$ cat src/rtl/mux4_rr_arbiter.sv
// rtl/mux4_rr_arbiter.sv - round-robin arbiter and select sequencer for a shared 4:1 mux
module mux4_rr_arbiter #(
    parameter int MAX_HOLD = 8,
    parameter int CW       = $clog2(MAX_HOLD + 1)
) (
    input  logic       clk,
    input  logic       rst_n,
    input  logic [3:0] req,
    input  logic       done,
    output logic [3:0] grant,
    output logic       s1,
    output logic       s0,
    output logic       busy,
    output logic       timeout
);

    typedef enum logic [1:0] {
        IDLE  = 2'd0,
        GRANT = 2'd1,
        GAP   = 2'd2
    } state_t;

    // With MAX_HOLD=0 the derived width collapses to zero; keep one bit so the counter stays legal.
    localparam int HW = (CW > 0) ? CW : 1;
    localparam logic [HW-1:0] HOLD_LAST = HW'((MAX_HOLD > 0) ? (MAX_HOLD - 1) : 0);

    state_t          state_q, state_d;
    logic [3:0]      grant_q, grant_d;
    logic [1:0]      sel_q, sel_d;
    logic [1:0]      ptr_q, ptr_d;
    logic [HW-1:0]   hold_q, hold_d;
    logic            timeout_q, timeout_d;

    logic [1:0]      pick;
    logic [1:0]      idx;
    logic            release_own;

    // First requester in the order ptr, ptr+1, ptr+2, ptr+3; walking backwards lets the earliest win.
    always_comb begin
        pick = ptr_q;
        idx  = ptr_q;
        for (int i = 3; i >= 0; i--) begin
            idx = ptr_q + 2'(i);
            if (req[idx]) begin
                pick = idx;
            end
        end
    end

    // Next-state logic: arbitrate in IDLE, hold/release in GRANT, single dead cycle in GAP.
    always_comb begin
        state_d     = state_q;
        grant_d     = grant_q;
        sel_d       = sel_q;
        ptr_d       = ptr_q;
        hold_d      = hold_q;
        timeout_d   = 1'b0;
        release_own = 1'b0;
        case (state_q)
            IDLE: begin
                if (|req) begin
                    state_d = GRANT;
                    grant_d = 4'b0001 << pick;
                    sel_d   = pick;
                    hold_d  = '0;
                end
            end
            GRANT: begin
                if (done || !req[sel_q]) begin
                    release_own = 1'b1;
                end else if ((MAX_HOLD != 0) && (hold_q == HOLD_LAST)) begin
                    release_own = 1'b1;
                    timeout_d   = 1'b1;
                end else if (MAX_HOLD != 0) begin
                    hold_d = hold_q + 1'b1;
                end
                // Selects keep the old owner index so the mux does not switch while grant is low.
                if (release_own) begin
                    state_d = GAP;
                    grant_d = 4'b0000;
                    ptr_d   = sel_q + 2'd1;
                end
            end
            GAP: begin
                state_d = IDLE;
            end
            default: begin
                state_d = IDLE;
                grant_d = 4'b0000;
            end
        endcase
    end

    // State and output registers; reset acts immediately, even mid-grant.
    always_ff @(posedge clk or negedge rst_n) begin
        if (!rst_n) begin
            state_q   <= IDLE;
            grant_q   <= 4'b0000;
            sel_q     <= 2'd0;
            ptr_q     <= 2'd0;
            hold_q    <= '0;
            timeout_q <= 1'b0;
        end else begin
            state_q   <= state_d;
            grant_q   <= grant_d;
            sel_q     <= sel_d;
            ptr_q     <= ptr_d;
            hold_q    <= hold_d;
            timeout_q <= timeout_d;
        end
    end

    assign grant   = grant_q;
    assign s1      = sel_q[1];
    assign s0      = sel_q[0];
    assign busy    = (state_q == GRANT);
    assign timeout = timeout_q;

endmodule

$ cat config.mk
export PLATFORM = sky130hd
export DESIGN_NAME = mux4_rr_arbiter
export DESIGN_NICKNAME = d
export VERILOG_FILES = /design/src/rtl/mux4_rr_arbiter.sv
export SDC_FILE = /design/constraint.sdc
export NUM_CORES = 1
export LEC_CHECK = 0
export ABC_AREA = 1
export CORE_ASPECT_RATIO = 1.4
export CORE_UTILIZATION = 50
export DETAILED_ROUTE_END_ITERATION = 8
export GPL_TIMING_DRIVEN = 0
export MAX_ROUTING_LAYER = met4
export PLACE_DENSITY = 0.75
export SKIP_CTS_REPAIR_TIMING = 1
export SYNTH_ARGS = -nofsm -noshare
export SYNTH_HDL_FRONTEND = slang
export SYNTH_SLANG_ARGS = --single-unit
$ cat constraint.sdc
create_clock -name clk -period 1.8 [get_ports clk]
set_clock_uncertainty 0.15 [all_clocks]
set_input_delay 0.36 -clock clk [delete_from_list [all_inputs] [get_ports clk]]
set_output_delay 0.36 -clock clk [all_outputs]
set_load 0.02 [all_outputs]
* Yosys cells after proc, flatten, opt, wreduce, memory -nomap -nowiden
Index checks and enable logic that the tools add are counted.
Word-level totals: bits in registers 15, logic and storage cells 64, bits of input ports 7, output and inout bits 8
Cells by class: bitwise operators 1, $lt $le $gt $ge 5, add/sub/neg operators 5, eq/ne operators 7, shifts and indexed selects 1, mux-type cells 29, reductions and logical operators 10
Operator list (number):
- 2-to-1 mux 4 bit | 5
- less-than comparator 2 x 3 -> 1 bit (second input constant) | 5
- 2-to-1 mux 2 bit | 6
- case mux 4 bit (3 select lines) | 1
- binary-select mux 1 bit (select 2 bit) | 5
- 2-to-1 mux 1 bit | 10
- case mux 4 bit (2 select lines) | 1
- != test 2 bit (second input constant) | 3
- AND reduction 2 bit | 3
- adder 2 x 1 -> 2 bit (second input constant) | 2
- adder 2 bit (second input constant) | 2
- adder 4 x 1 -> 4 bit (second input constant) | 1
- == test 4 x 3 -> 1 bit (second input constant) | 1
- case mux 2 bit (2 select lines) | 1
- AND reduction 4 bit | 1
- OR reduction 4 bit | 1
- left shift 1 x 2 -> 4 bit (first input constant) | 1
- AND reduction 3 bit | 1
- == test 2 x 1 -> 1 bit (second input constant) | 1
- == test 2 bit (second input constant) | 1
- zero test 2 bit | 1
- != test 2 x 1 -> 1 bit (second input constant) | 1
- nonzero test 2 bit | 1
- zero test 1 bit | 1
- other kinds (2) | 2

* Logic depth before layout (Yosys ltp)
Gate-level depths: netlist of run 1.
depth in word-level cells 10, mapped depth 12, depth with buffers taken out 11

* Least setup slack after synthesis of run 1
No wires, ideal clock.
path type flip-flop to flip-flop, from register sel_q[0], to register hold_q[3], required time 1533 ps, slack 299 ps, library setup time 117 ps, stages on the path, launching flop included 9, data arrival time 1234 ps, path buffers 0, path through dfrtp_1 -> a21oi_1 -> o21ai_0 -> nand2_2 -> nand4_4 -> nor2_2 -> nand2_1 -> nand2_1 -> nor2_1
Between the ends: cells in the longest elaborated chain, start to end 6
RTL lines:
- from (decl) | line 29 | logic [1:0] sel_q, sel_d;
- from (signal assigned) | line 106 | sel_q <= sel_d;
- binary-select mux 1 bit (select 2 bit) | line 69 | if (done || !req[sel_q]) begin
- 2-to-1 mux 1 bit (implied by the code) | line 69
- zero test 1 bit | line 69
- logical OR 1 bit | line 69
- != test 2 bit (no line)
- AND reduction 4 bit (no line)
- to (signal assigned) | line 108 | hold_q <= hold_d;
- to (decl) | line 31 | logic [HW-1:0] hold_q, hold_d;
No other way between the ends. The select of a mux whose other input is x is not followed. A chain may end at the register's enable or synchronous reset.

* Worst setup path after layout of run 1
from register grant_q[0], in the netlist grant[0], to output port grant[0]
RTL lines:
- from (decl) | line 28 | logic [3:0] grant_q, grant_d;
- from (signal assigned) | line 105 | grant_q <= grant_d;
- to (decl) | line 10 | output logic [3:0] grant,
No word-level cell between the ends.

==> results of run 1 <==
==> final timing paths <==
| path | startpoint | endpoint | slack (ps) |
|---|---|---|---|
| worst min-delay path | rst_n | sel_q[0] | 330 |
| min in group clk | grant[2] | grant[2] | 330 |
| worst max-delay path | grant[0] | grant[0] | 50 |
| max in group asynchronous | rst_n | sel_q[1] | 740 |
| worst min register to register | grant[2] | grant[2] | 330 |
| worst max register to register | hold_q[0] | grant[1] | 170 |
==> per-stage QoR <==
step | hold WS (ps) | power (uW)
3_3_place_gp | 315.5 | 1737
3_5_place_dp | 319.5 | 1780
6_report | 332.7 | 1959
4_1_cts | 340.1 | 1976
2_1_floorplan | -85.59 | 1465
5_1_grt | 375.6 | 2138
==> power breakdown <==
part           internal, uW  leakage, uW  switching, uW
logic                   443     0.000423            761
clock network          85.9    0.0000150            106
registers               452     0.000197            110
total                   981     0.000635            978
==> state kept, by name, summed over array words and instances (netlist names) <==
name / count
grant: 4
ptr_q: 2
hold_q: 4
state_q: 2
sel_q: 2
timeout: 1
==> logic make-up after synthesis <==
family / Yosys count / synth area share
simple gates: 88 / 0.4425
buf+inv: 19 / 0.08851
flops: 15 / 0.3963
compound gates: 9 / 0.05019
xor+xnor: 1 / 0.009249
fa+ha+maj: 1 / 0.01321
==> layer usage <==
metal | part of all wire | track usage | wire (um) | up-vias
met5 | 0 | - | 0 | -
met4 | 0.0084 | 0.08621 | 17 | 0
met3 | 0.013 | 0.02521 | 26 | 2
met2 | 0.56 | 0.4194 | 1141 | 10
met1 | 0.42 | 0.2297 | 844 | 415
li1 | - | - | - | 461
==> cell type report <==
class	instances	area, sq um	share of cell area
multi-input cells	99	493.0	0.4283
flip-flops and latches	15	375.4	0.3261
repair buffers	14	147.6	0.1283
inverters	18	72.57	0.06304
clock buffers	4	26.28	0.02283
well taps	20	25.02	0.02174
plain buffers	1	11.26	0.009783
==> placed cells by master (no fill, tap or decap), drive strengths merged <==
master          n
and2            1
dlymetal6s2s    3
nor4            1
nor3            2
nand2          59
buf             1
clkbuf          4
nor2            7
nand4           7
nand3          11
o211ai          1
inv            18
clkdlybuf4s50  11
a21oi           1
ha              1
o21ai           7
dfrtp          15
xnor2           1
==> flow_summary.json, run 1 <==
{
  "status": "completed",
  "powerDensity_nw_per_um2": 1702,
  "slowest_stage": "clkdlybuf4s50_1",
  "fin_util": 0.6470,
  "yosysWarnings": 0,
  "area_delta_synth_final_pct": 21.53,
  "drv_slew": 0,
  "finalNetCount": 160,
  "hpwl_um": 1523,
  "start_util": 0.5323,
  "dpl_cell_area_sq_um": 1112,
  "cts_max_level": 1,
  "synth.top_cell.area_share": 0.3963,
  "yosysMostFrequentCell": "nand2_1",
  "synth_common_cells": "nand2_1 (49), dfrtp_1 (15), inv_1 (13)",
  "routabilityCongestion": 0.7533,
  "syn-num-nets": 141,
  "synth_top_cell_by_area": "dfrtp_1",
  "cts_tree": "done",
  "globalRouteTotalUtil": 0.2250,
  "crit_path_start_kind": "flip-flop",
  "grt_max_degree": 16,
  "rsz0062_at_grt": "false",
  "ys_seq_elements": 15,
  "num_rows": 18,
  "max_slew_margin": 0.5531,
  "worstSetupEndpointType": "output pin",
  "post-route-min-period_ps": 1749,
  "root_buffer": "clkbuf_4",
  "vias": 888,
  "max_freq_ghz": 0.5717,
  "fillCellCount": 171,
  "fp.dieH_um": 53.50,
  "dieArea_sq_um": 2075,
  "finalSetupViolCount": 0,
  "layout.cells.non_filler": 171,
  "dr.pass1.iters": 4,
  "overflow": 0,
  "final_area_sq_um": 1151,
  "hold_violations": 0,
  "critical_path_buf_inv_count": 1,
  "core-area_sq_um": 1779,
  "synth.distinct_cells": 21,
  "synth.avg_cell_area_sq_um": 7.121,
  "drtAntennaViolNets": 0,
  "min_period_over_period": 0.9717,
  "tns_ps": 0,
  "async_flop_share": 1.000,
  "critPathRequiredTime_ps": 1290,
  "yosysSeqAreaShare": 0.3963,
  "place_ws_ps": -170.7,
  "clock_path_buffers": 2,
  "arrival_ps": 1240,
  "wl_per_cell_um": 11.87,
  "ir_drop_mv": 0.9503,
  "synth_edf_count": 0,
  "via_per_inst": 5.193,
  "drive_above_1_share": 0.1589,
  "maxCapViolations": 0,
  "crit_chain": "clkdlybuf4s50_1",
  "p_leak_uw": 0.0006349,
  "io_buffer_count": 14,
  "fin_ws_ps": 50.87,
  "grt_pass1_vias": 805,
  "n_antenna_cell": 0,
  "ios": 15,
  "numPlacedInstances": 167,
  "cts_made_buffers": 3,
  "grt_pass1_wl_um": 3160,
  "drc": 0,
  "path_delay_family": "buffers and inverters",
  "syn_inst": 133,
  "slowest_delay_ps": 600,
  "ys.flop_type": "dfrtp_1",
  "hold_path_class": "primary input to async pin",
  "wirelength_um": 2030,
  "path_depth": 1,
  "path_clk_slew_ps": 90,
  "antenna_found_initial": 0,
  "tightestPinTransition_ps": 668.3,
  "clk_latency_ps": 280,
  "r2r_cells": 8,
  "initialDrtViolationCount": 20,
  "synth_area_sq_um": 947.2,
  "crit_type": "flip-flop to output pin",
  "synthTopCellsByArea": "dfrtp_1 (40%), nand2_1 (19%), nand2_2 (6.6%), nand3_1 (5.8%), inv_1 (5.2%)",
  "worstPathMaxFanout": 2,
  "die_w_um": 38.79,
  "cts_sinks": 15
}
(Power assumes the default switching activity.)
==> run 2: changes to the inputs <==
Settings changed: CORE_ASPECT_RATIO 1.4 to not set, SKIP_CTS_REPAIR_TIMING 1 to not set.
==> run 2 against run 1 <==
Net effect: non-clock buffer count is the same; first-iteration DRC count shrank 15%; count of clock-buffer cells in the layout shrank 1; clock power is essentially flat; combinational power is essentially flat; setup slack lost 6.5 ps; worst hold slack gained 3.9 ps; critical endpoint is now grant[2]; largest power group unchanged.
==> flow_summary.json, run 2 (synthesis gave the netlist of run 1 again) <==
{
  "grt_max_degree": 16,
  "core-area_sq_um": 1745,
  "crit_path_start_kind": "flip-flop",
  "crit_chain": "clkdlybuf4s50_1",
  "cts_tree": "done",
  "clock_path_buffers": 2,
  "wl_per_cell_um": 11.05,
  "antenna_found_initial": 0,
  "worstSetupEndpointType": "output pin",
  "routabilityCongestion": 0.8485,
  "hold_violations": 0,
  "via_per_inst": 5.091,
  "cts_max_level": 1,
  "wirelength_um": 1944,
  "ios": 15,
  "slowest_delay_ps": 600,
  "numPlacedInstances": 172,
  "final_area_sq_um": 1144,
  "tightestPinTransition_ps": 692.4,
  "dr.pass1.iters": 4,
  "drtAntennaViolNets": 0,
  "clk_latency_ps": 280,
  "worstPathMaxFanout": 2,
  "grt_pass1_wl_um": 3208,
  "path_clk_slew_ps": 90,
  "max_slew_margin": 0.5369,
  "start_util": 0.5427,
  "initialDrtViolationCount": 17,
  "io_buffer_count": 14,
  "finalNetCount": 160,
  "area_delta_synth_final_pct": 20.74,
  "layout.cells.non_filler": 176,
  "layout_common_cells": "nand2_1 (49), dfrtp_1 (15), inv_1 (13), nand3_1 (11), nand2_2 (10)",
  "fp.dieH_um": 45.53,
  "min_period_over_period": 0.9753,
  "critical_path_buf_inv_count": 1,
  "grt_pass1_vias": 793,
  "drc": 0,
  "cts_sinks": 15,
  "drive_above_1_share": 0.1722,
  "critPathRequiredTime_ps": 1290,
  "post-route-min-period_ps": 1756,
  "fin_util": 0.6552,
  "rsz0062_at_grt": "false",
  "cts_made_buffers": 3,
  "root_buffer": "clkbuf_4",
  "globalRouteTotalUtil": 0.2279,
  "fillCellCount": 159,
  "dieArea_sq_um": 2073,
  "hpwl_um": 1511,
  "dpl_cell_area_sq_um": 1119,
  "powerDensity_nw_per_um2": 1684,
  "final_common_cell": "nand2_1",
  "hold_path_class": "primary input to async pin",
  "drv_slew": 0,
  "holdWs_ps": 336.6,
  "n_antenna_cell": 0,
  "finalSetupViolCount": 0,
  "p_leak_uw": 0.0006389,
  "arrival_ps": 1250,
  "slowest_stage": "clkdlybuf4s50_1",
  "register_area_sq_um": 375.4,
  "crit_type": "flip-flop to output pin",
  "vias": 896,
  "hold_buffers": 0,
  "max_freq_ghz": 0.5696,
  "maxCapViolations": 0,
  "status": "completed",
  "num_rows": 15,
  "die_w_um": 45.53,
  "ir_drop_mv": 0.9337,
  "path_delay_family": "buffers and inverters",
  "multiInputGateArea_sq_um": 488.0,
  "overflow": 0
}
-- run 2: changes by cell type in the layout (fill, tap and decap cells not counted), sizes merged --
cell	change
clkinv	+1
dlygate4sd2	+2
clkdlybuf4s50	-2
dlymetal6s2s	-1
-- run 2: stage by stage --
stage	worst slack (ps)	setup TNS, ps	power [uW]
after floorplan	298.9	0	1465
after global placement	-129.5	-825.1	1740
after CTS	10.22	0	1950
final	44.37	0	1925
after detailed placement	-186.7	-1398	1775
after global routing	5.214	0	2115
-- run 2: power breakdown --
group          switching, uW  leakage [uW]  total [uW]  internal, uW
Sequential               110      0.000197         562           452
Clock                    109     0.0000177         191          82.5
Combinational            751      0.000425        1170           421
Total                    970      0.000639        1930           956
-- run 2: worst paths after layout --
path	from	end	slack [ps]	cells after the start
min	rst_n	grant[2]	340	1
min in group clk	grant[3]	grant[3]	340	2
max	grant[2]	grant[2]	40	1
max in group asynchronous	rst_n	state_q[1]	720	1
min reg2reg	grant[3]	grant[3]	340	2
max reg2reg	hold_q[0]	hold_q[3]	190	9
-- run 2: layout make-up --
cell class | count | share of cell area
timing repair buffer | 14 | 0.1203
clock inverter | 1 | 0.004376
tap | 25 | 0.02735
clock buffer | 3 | 0.01969
multi-input combinational | 99 | 0.4267
sequential | 15 | 0.3282
inverter | 18 | 0.06346
buffer | 1 | 0.009847
-- run 2: timing repair --
| action | in CTS | in global routing |
|---|---|---|
| setup endpoints to repair | 3 | 3 |
| gates resized for setup | 4 | 3 |
| buffers inserted | 0 | 0 |
-- run 2: routing by layer --
layer	GRT usage	up-vias	wire length (um)
met3	0.03571	2	45
met4	0.09697	0	17
met1	0.2702	420	858
met2	0.3800	11	1023
li1	-	463	-
met5	-	-	0
